===== config.mk =====
export PLATFORM = sky130hd
export DESIGN_NAME = reduce_lane_collector
export DESIGN_NICKNAME = d
export VERILOG_FILES = /design/src/rtl/reduce_lane_collector.sv
export SDC_FILE = /design/constraint.sdc
export NUM_CORES = 1
export LEC_CHECK = 0
export CAP_MARGIN = 20
export CORE_AREA = 3 3 155 157
export CTS_BUF_LIST = sky130_fd_sc_hd__clkbuf_2 sky130_fd_sc_hd__clkbuf_4 sky130_fd_sc_hd__clkbuf_8
export CTS_CLUSTER_SIZE = 14
export DETAILED_ROUTE_END_ITERATION = 6
export DIE_AREA = 0 0 158 160
export PLACE_DENSITY = 0.8
export SYNTH_ARGS = -nofsm -noshare
export SYNTH_HDL_FRONTEND = slang
export SYNTH_SLANG_ARGS = --single-unit
export TNS_END_PERCENT = 30

===== constraint.sdc =====
create_clock -name clock -period 7.1 [get_ports clock]
set_clock_uncertainty 0.2 [all_clocks]
set_input_delay 1.065 -clock clock [delete_from_list [all_inputs] [get_ports clock]]
set_output_delay 1.065 -clock clock [all_outputs]
set_load 0.005 [all_outputs]

===== src/rtl/reduce_lane_collector.sv =====
`default_nettype none
// ============================================================================
//  Module      : reduce_lane_collector
//  Description : Per-lane FIFO collector that aligns tagged operands into
//                N-wide vectors for the half-precision adder tree, with a
//                zero-filling flush. Optional COLLECTOR_STATS_EN adds counters.
//  Revision    : 1.0  initial release
// ============================================================================
module reduce_lane_collector #(
    parameter int N     = 4,
    parameter int DEPTH = 4,
    parameter int SRC_W = (N > 1) ? $clog2(N) : 1
) (
    input  logic              clock,
    input  logic              reset_n,
    input  logic [15:0]       in_data,
    input  logic [SRC_W-1:0]  in_src,
    input  logic              in_valid,
    output logic              in_ready,
    input  logic              flush,
    output logic              flush_done,
    output logic [16*N-1:0]   odata,
    output logic [N-1:0]      ovalid,
    output logic              opartial,
    output logic              err_src
`ifdef COLLECTOR_STATS_EN
    ,
    output logic [31:0]       stat_vectors,
    output logic [31:0]       stat_stall
`endif
);

    localparam int PTR_W = (DEPTH > 1) ? $clog2(DEPTH) : 1;
    localparam int CNT_W = $clog2(DEPTH + 1);
    localparam logic [CNT_W-1:0] c_DEPTH = CNT_W'(DEPTH);
    localparam logic [SRC_W:0]   c_LANES = N[SRC_W:0];

    typedef enum logic [0:0] {
        ST_RUN   = 1'b0,
        ST_FLUSH = 1'b1
    } state_t;

    state_t           r_state, w_state_nxt;
    logic [15:0]      r_mem    [N][DEPTH];
    logic [PTR_W-1:0] r_rd_ptr [N];
    logic [PTR_W-1:0] r_wr_ptr [N];
    logic [CNT_W-1:0] r_count  [N];

    logic [N-1:0]     w_empty, w_full, w_sel, w_push, w_pop;
    logic             w_src_ok, w_accept, w_bad;
    logic             w_emit, w_partial, w_done;
    logic [16*N-1:0]  w_vec;

    always_comb begin
        w_src_ok = ({1'b0, in_src} < c_LANES);
        for (int i = 0; i < N; i++) begin
            w_empty[i] = (r_count[i] == '0);
            w_full[i]  = (r_count[i] == c_DEPTH);
            w_sel[i]   = (in_src == i[SRC_W-1:0]);
            w_vec[16*(N-1-i) +: 16] = w_empty[i] ? 16'h0000 : r_mem[i][r_rd_ptr[i]];
        end
    end

    // Out-of-range tags are always taken so a bad source cannot wedge the stream.
    always_comb begin
        in_ready = 1'b0;
        if (reset_n && (r_state == ST_RUN))
            in_ready = !w_src_ok || !(|(w_full & w_sel));
        w_accept = in_valid && in_ready;
        w_bad    = w_accept && !w_src_ok;
        w_push   = (w_accept && w_src_ok) ? w_sel : '0;
    end

    always_comb begin
        w_state_nxt = r_state;
        w_emit      = 1'b0;
        w_partial   = 1'b0;
        w_done      = 1'b0;
        w_pop       = '0;
        case (r_state)
            ST_RUN: begin
                if (!(|w_empty)) begin
                    w_emit = 1'b1;
                    w_pop  = '1;
                end
                if (flush)
                    w_state_nxt = ST_FLUSH;
            end
            ST_FLUSH: begin
                if (!(&w_empty)) begin
                    w_emit    = 1'b1;
                    w_partial = 1'b1;
                    w_pop     = ~w_empty;
                end else begin
                    w_done      = 1'b1;
                    w_state_nxt = ST_RUN;
                end
            end
            default: w_state_nxt = ST_RUN;
        endcase
    end

    always_ff @(posedge clock or negedge reset_n) begin
        if (!reset_n) begin
            r_state    <= ST_RUN;
            odata      <= '0;
            ovalid     <= '0;
            opartial   <= 1'b0;
            flush_done <= 1'b0;
            err_src    <= 1'b0;
            for (int i = 0; i < N; i++) begin
                r_rd_ptr[i] <= '0;
                r_wr_ptr[i] <= '0;
                r_count[i]  <= '0;
            end
        end else begin
            r_state    <= w_state_nxt;
            ovalid     <= w_emit ? '1 : '0;
            opartial   <= w_partial;
            flush_done <= w_done;
            err_src    <= err_src | w_bad;
            if (w_emit)
                odata <= w_vec;
            for (int i = 0; i < N; i++) begin
                if (w_push[i])
                    r_wr_ptr[i] <= r_wr_ptr[i] + 1'b1;
                if (w_pop[i])
                    r_rd_ptr[i] <= r_rd_ptr[i] + 1'b1;
                case ({w_push[i], w_pop[i]})
                    2'b10:   r_count[i] <= r_count[i] + 1'b1;
                    2'b01:   r_count[i] <= r_count[i] - 1'b1;
                    default: r_count[i] <= r_count[i];
                endcase
            end
        end
    end

    // Storage needs no reset; occupancy is tracked by the counters alone.
    always_ff @(posedge clock) begin
        for (int i = 0; i < N; i++) begin
            if (w_push[i])
                r_mem[i][r_wr_ptr[i]] <= in_data;
        end
    end

`ifdef COLLECTOR_STATS_EN
    always_ff @(posedge clock or negedge reset_n) begin
        if (!reset_n) begin
            stat_vectors <= '0;
            stat_stall   <= '0;
        end else begin
            if (w_emit && (stat_vectors != 32'hFFFF_FFFF))
                stat_vectors <= stat_vectors + 32'd1;
            if (in_valid && !in_ready && (stat_stall != 32'hFFFF_FFFF))
                stat_stall <= stat_stall + 32'd1;
        end
    end
`endif

endmodule
`default_nettype wire


==> impl_results.md, run 1 <==
* Net Sw Power at between 1500 and 2000 uW
* CP Data Required Time at slightly below 6000 ps
* Max-cap violations at 0
* Worst slew margin at between 40% and 50%
* Clock power share at 28.4%
* Hold Violations, Final at 0
* Critical Path Start Type: primary input
* Worst Setup End Kind: output port
* Share of post-route cells with drive strength above 1 at between 20% and 30%
* Clock Tree Root: clkbuf_8
* Worst-Skew Late Latency at 570 ps
* Rows at between 50 and 60
* DRT Wirelength at 28200 um
* TNS Setup at 0 ps
* Final setup vio count at 0
* Post-synth top flop: edfxtp_1
* First-pass GRT wire length at 43100 um
* Number of distinct library cells after synthesis at 39
* First-pass DRT Iterations at 5
* Max Freq at roughly 240 MHz
* Most common cell on crit path: clkdlybuf4s50_1
* Post-synth EDFFs at about 260
* Starting density of the core at 59.7%
* Worst Hold Class: primary input to async pin
* Int Pwr at around 4400 uW
* Setup Crit Path Kind: primary input to output port
* Hpwl dp at approximately 17000 um
* Vias in the first global route at ~7500
* Period Utilization, post-route at 58.4%
* Post-Syn Area at around 14000 sq um
* Gate Count Post-Synth at approximately 710
* Hold Slack at 288 ps
* Worst Tran Pin Value at roughly 870 ps
* H-tree Lvls at 2
* Lkg Pwr at 0.00586 uW
* Reg power frac at a little under half
* Outcome: finished clean
* Hold buffers post-CTS at 0
* RSZ-0062 raised after global routing: false
* Power per cell area at ~380 nW/um^2
* R2r endpoint: r_count[5]
* Antenna cell count at 0
* Chip height at 160 um
* Sw Ratio at around 27%
* Worst VDD drop at 168 uV
* Crit path DAT at 2880 ps
* CTS tree: done
* CP cell instances: clkdlybuf4s50_1, nor4bb_1, a22oi_1, and4b_1, clkdlybuf4s50_1
* Vias at roughly 7000
* Syn_area_per_cell at around 19 sq um
* Remaining Overflow, GRT at 0
* Io pins at 94
* WL/cell at approximately 24 um
* Synth Register Bits at 352
* CP Max Fanout at 8
* Core Region at 22600 sq um
* Min Tclk post-route at between 4000 and 5000 ps
* Critical-path top delay cell: clkdlybuf4s50_1
* Comb power frac at roughly a quarter
* Resized cells post-CTS at 0
* CTS Buf Count at 53
* Tot GR Track Use at 22.6%
* Syn_nets at 758
* CTS Buffer Depth at 3
* Port Buffers at between 90 and 100
* Worst r2r path cells at 9
* Max-slew violations at 0
* Die area at roughly 25000 sq um
* CP peak stage delay at about 530 ps
* Async SR Flop Fraction at a little over a quarter
* Vias per cell at a little under 6
* Initial antenna violation count at 0
* YS warnings at 0
* Placer Congestion at approximately 0.76
* Sequential share of the synthesized area at approximately 75%
* Flop-to-flop setup slack at roughly 3700 ps
* Clock-pin slew on the worst setup and hold paths at ~60 ps
* Final nets at between 800 and 900
* Starting DRT DRC Count at slightly below 600
* R2r startpoint: r_count[6]
* DR DRC count at 0
* Die X-Extent at 158 um
* Clock Sinks at 352
* P&R area growth vs syn at 18.1%
* Antenna viol nets, final at 0
* Setup Buffers After CTS at 0
* Largest net degree at the start of global routing at 65
per-layer routing:
| layer | global-route usage, % | share of wire (%) | up-vias |
|---|---|---|---|
| met3 | 3.90 | 6.1 | 41 |
| li1 | - | - | 3016 |
| met5 | 0 | 0 | - |
| met4 | 6.65 | 1.7 | 0 |
| met2 | 36.6 | 51 | 279 |
| met1 | 32.2 | 41 | 3647 |
power by group through the flow:
stage,logic [uW],clock network [uW],registers [uW]
after floorplan,986,0,2660
after global routing,1720,1850,2810
after CTS,1440,1750,2850
after global placement,1370,0,2870
after detailed placement,1430,0,2890
final,1580,1720,2770
cell type report:
cell class | count | area (sq um)
Sequential cell | 352 | 10100
Clock buffer | 84 | 1010
Fill cell | 1344 | 6680
Timing Repair Buffer | 113 | 1150
Clock inverter | 16 | 134
Multi-Input combinational cell | 286 | 3080
Tap cell | 285 | 357
Inverter | 35 | 131
flip-flops by register name, summed over array words and instances (netlist names):
register and count:
r_mem 256, odata 64, r_count 12, r_rd_ptr 8, r_wr_ptr 8, flush_done 1, opartial 1, ovalid 1
r_state 1
per-stage QoR:
step / setup WS (ps) / total power, uW / utilization, % / instances / area, sq um
finish: 2950 / 6080 / 70.5 / 1171 / 16000
CTS: 2970 / 6040 / 70.0 / 1166 / 15800
floorplan: 4020 / 3640 / - / 712 / 13500
global placement: 3080 / 4240 / 64.9 / 1065 / 14700
detailed placement: 2890 / 4320 / 64.9 / 1066 / 14700
global route: 2900 / 6380 / 70.5 / 1171 / 16000
how the worst max path moves through the flow:
stage / from / end / slack [ps] / cells after the start
floorplan: in_valid / r_count[4] / 4020 / 7
global placement: in_src[1] / in_ready / 3080 / 5
detailed placement: reset_n / r_mem[2][31] / 2890 / 4
CTS: in_src[1] / in_ready / 2970 / 5
global route: in_src[1] / in_ready / 2900 / 5
finish: in_src[1] / in_ready / 2950 / 5
synth_stat cells (2+ instances only):
library cell,number,area [sq um]
edfxtp_1,256,7690
dfrtp_1,96,2400
mux4_2,64,1440
a22o_1,48,420
inv_1,35,131
nor2_1,25,93.8
nand2_1,23,86.3
ha_1,20,250
nand3_1,19,95.1
buf_2,18,90.1
xor2_1,16,140
o21ai_0,10,50.1
o21ai_1,9,45.0
xnor2_1,8,70.1
clkbuf_1,7,26.3
nor3_1,7,35.0
buf_1,6,22.5
and2_1,5,31.3
buf_4,4,30.0
buf_6,4,45.0
fa_1,4,80.1
or3_1,4,25.0
a31oi_1,3,18.8
mux2_2,3,33.8
and3_1,2,12.5
mux2i_1,2,20.0
nor4b_1,2,17.5
logic make-up after synthesis:
kind of cell	count (synthesis)	synth area share, %
AO/OA/AOI/OAI	76	4.47
XOR/XNOR	24	1.56
adder cells (fa/ha/maj)	24	2.44
buffers and inverters	74	2.55
flip-flops	352	74.6
multiplexers	69	11.1
other	1	0.0277
AND/OR/NAND/NOR	92	3.24
cell usage in the layout (no fill, tap or decap), types with 9 or more instances in the layout:
master,count
o21ai_0,10
inv_1,35
clkbuf_4,23
nand2_1,23
mux4_2,64
nand3_1,19
ha_1,20
clkdlybuf4s50_1,91
clkinv_2,10
edfxtp_1,256
dfrtp_1,96
clkbuf_8,61
a22o_1,48
nor2_1,25
buf_4,17
xor2_1,16
o21ai_1,9
worst max-delay path, delay by kind of cell:
kind / cells / cell delay (ps)
AOI/OAI and AO/OA: 1 / 340
buffers and inverters: 2 / 1030
and+or+nand+nor: 2 / 440
No activity file was read; power rests on OpenSTA's default activity.
==> run 2, diff against run 1 <==
CORE_AREA = 3 3 161 163   (was 3 3 155 157)
DIE_AREA = 0 0 164 166   (was 0 0 158 160)
PLACE_DENSITY = 0.78   (was 0.8)
clock period = 3.6 ns   (was 7.1 ns; I/O delays follow)
==> impl_results.md, run 2 (same netlist as run 1, synthesis figures left out) <==
* CTS Buffer Depth at 3 (unchanged)
* Largest net degree at the start of global routing at 62 (-4.6%)
* Share of post-route cells with drive strength above 1 at 21.7% (+0.27 points)
* First-pass GRT wire length at 42600 um (-1.2%)
* Worst Setup End Kind: output port
* Int Pwr at 8720 uW (+98%)
* Sw Ratio at 27.0% (-0.43 points)
* Crit path DAT at 2580 ps (-300 ps)
* Worst slew margin at 43.7% (+1.6 points)
* Flop-to-flop setup slack at 640 ps (-3060 ps)
* Vias per cell at 5.67 (-4.9%)
* Remaining Overflow, GRT at 0 (unchanged)
* CP Data Required Time at 2860 ps (-2970 ps)
* Period Utilization, post-route at 92.3%
* Most common cell on crit path: buf_4
* Outcome: finished clean
* Worst Hold Class: flop to flop
* Hold path cells at 1
* Worst r2r path cells at 9 (unchanged)
* Hold_sp: odata[56]
* Clock Tree Root: clkbuf_8
* Die X-Extent at 164 um (+3.8%)
* Antenna cell count at 0 (unchanged)
* Rows at 57 (+3.6%)
* Worst-Skew Late Latency at 570 ps (about the same)
* CP Max Fanout at 37 (+29)
* Comb power frac at 25.7% (-0.3 points)
* CTS tree: done
* Max-slew violations at 0 (unchanged)
* Post-DP Area at 14900 sq um (+1.1%)
* Antenna viol nets, final at 0 (unchanged)
* CP peak stage delay at 560 ps (+30 ps)
* Worst VDD drop at 341 uV (+100%)
* R2r endpoint: r_count[2]
* Chip height at 166 um (+3.8%)
* Max Freq at 301 MHz
* Crit path from: reset_n
* DR DRC count at 0 (unchanged)
* CTS Buf Count at 53 (unchanged)
* Die area at 27200 sq um (+7.7%)
* Top delay family on crit path: buffers and inverters
* Lkg Pwr at 0.00590 uW (+0.68%)
* Max-cap violations at 0 (unchanged)
* Worst Tran Pin Value at 842 ps (-27.1 ps)
* Net Sw Power at 3220 uW (+93%)
* Clock-pin slew on the worst setup and hold paths at 50 ps (about the same)
* Critical Path Start Type: primary input
* Io pins at 94 (unchanged)
* Starting density of the core at 55.3% (-4.4 points)
* Commonest non-fill, non-tap cell in the layout: edfxtp_1
* Final nets at 900 (+1.5%)
* Tot GR Track Use at 20.5% (-2.1 points)
* Setup Buffers After CTS at 0 (unchanged)
* Initial antenna violation count at 1 (+1)
* Final non-filler cell total at 1222 (+4.4%)
* Worst path buffer plus inverter count at 4 (+2)
* Hold Violations, Final at 0 (unchanged)
* Power per cell area at 743 nW/um^2 (+95%)
* Most frequent cells in the layout: edfxtp_1, dfrtp_1, clkdlybuf4s50_1
* RSZ-0062 raised after global routing: false
* Critical-path top delay cell: dlygate4sd3_1
* Largest register FFs at 256 (unchanged)
* Starting DRT DRC Count at 444 (-25%)
* Placed Cells incl. Taps at 1121 (+5.2%)
* CP cell instances: dlygate4sd3_1, buf_4, buf_4, and4b_1, clkdlybuf4s50_1
* Vias at 6931 (-0.74%)
* WL/cell at 22.1 um (-7.9%)
* Fillers at 1580 (+18%)
* Vias in the first global route at 7396 (-1.7%)
* Clock Sinks at 352 (unchanged)
* Fin area at 16100 sq um (+0.72%)
* TNS Setup at 0 ps (unchanged)
* R2r startpoint: r_count[3]
* DRT Wirelength at 27100 um (-3.9%)
* Hold EP: odata[56]
* First-pass DRT Iterations at 5 (unchanged)
* Core Region at 24500 sq um (+8.0%)
* Reg power frac at 45.2% (-0.4 points)
* Final setup vio count at 0 (unchanged)
* Hpwl dp at 16500 um (-2.1%)
* P&R area growth vs syn at 18.9%
* Setup Crit Path Kind: primary input to output port
* Min Tclk post-route at 3320 ps
* Placer Congestion at 0.799 (+5.0%)
* Clock power share at 29.1% (+0.7 points)
* H-tree Lvls at 2 (unchanged)
* Port Buffers at 92 (unchanged)
## run 2: layout make-up
type	count	area [sq um]	area share [%]
Inverter	35	131	0.817
Tap cell	324	405	2.52
Sequential cell	352	10100	62.8
Multi-Input combinational cell	286	3080	19.2
Clock inverter	23	211	1.32
Timing Repair Buffer	126	1200	7.44
Clock buffer	76	958	5.96
## run 2: worst max path at each step
stage / to / slack [ps] / cells after the start
finish: in_ready / 280 / 5
global route: in_ready / 190 / 5
CTS: in_ready / 260 / 5
detailed placement: in_ready / 440 / 5
global placement: in_ready / 500 / 5
floorplan: r_count[4] / 840 / 11
## run 2: power by group through the flow
stage	Sequential, uW	Clock, uW	Combinational (uW)
6_report	5400	3470	3070
3_5_place_dp	5490	0	3030
4_1_cts	5430	3550	3040
2_1_floorplan	5240	0	1940
3_3_place_gp	5460	0	2920
5_1_grt	5470	3730	3350
## run 2: routing by layer
layer / GRT usage (%) / wire (um) / up-vias
met3: 3.77 / 1780 / 39
met1: 28.4 / 10800 / 3571
met5: 0 / 20 / -
met2: 33.5 / 13800 / 277
met4: 6.58 / 641 / 2
li1: - / - / 3042
## run 2: what timing repair did
item	CTS	global route
hold buffers	1	0
setup endpoints to repair	0	0
endpoints found under the hold margin	35	0
gates resized for setup	0	0
## run 2: metrics by stage
step | util (%) | setup WS [ps] | hold slack, ps | total power, uW
after CTS | 65.6 | 264 | 309 | 12000
after global placement | 60.8 | 502 | 284 | 8380
after floorplan | - | 839 | 44.4 | 7190
final | 65.7 | 276 | 307 | 11900
after global routing | 65.7 | 195 | 319 | 12600
after detailed placement | 60.8 | 439 | 290 | 8520
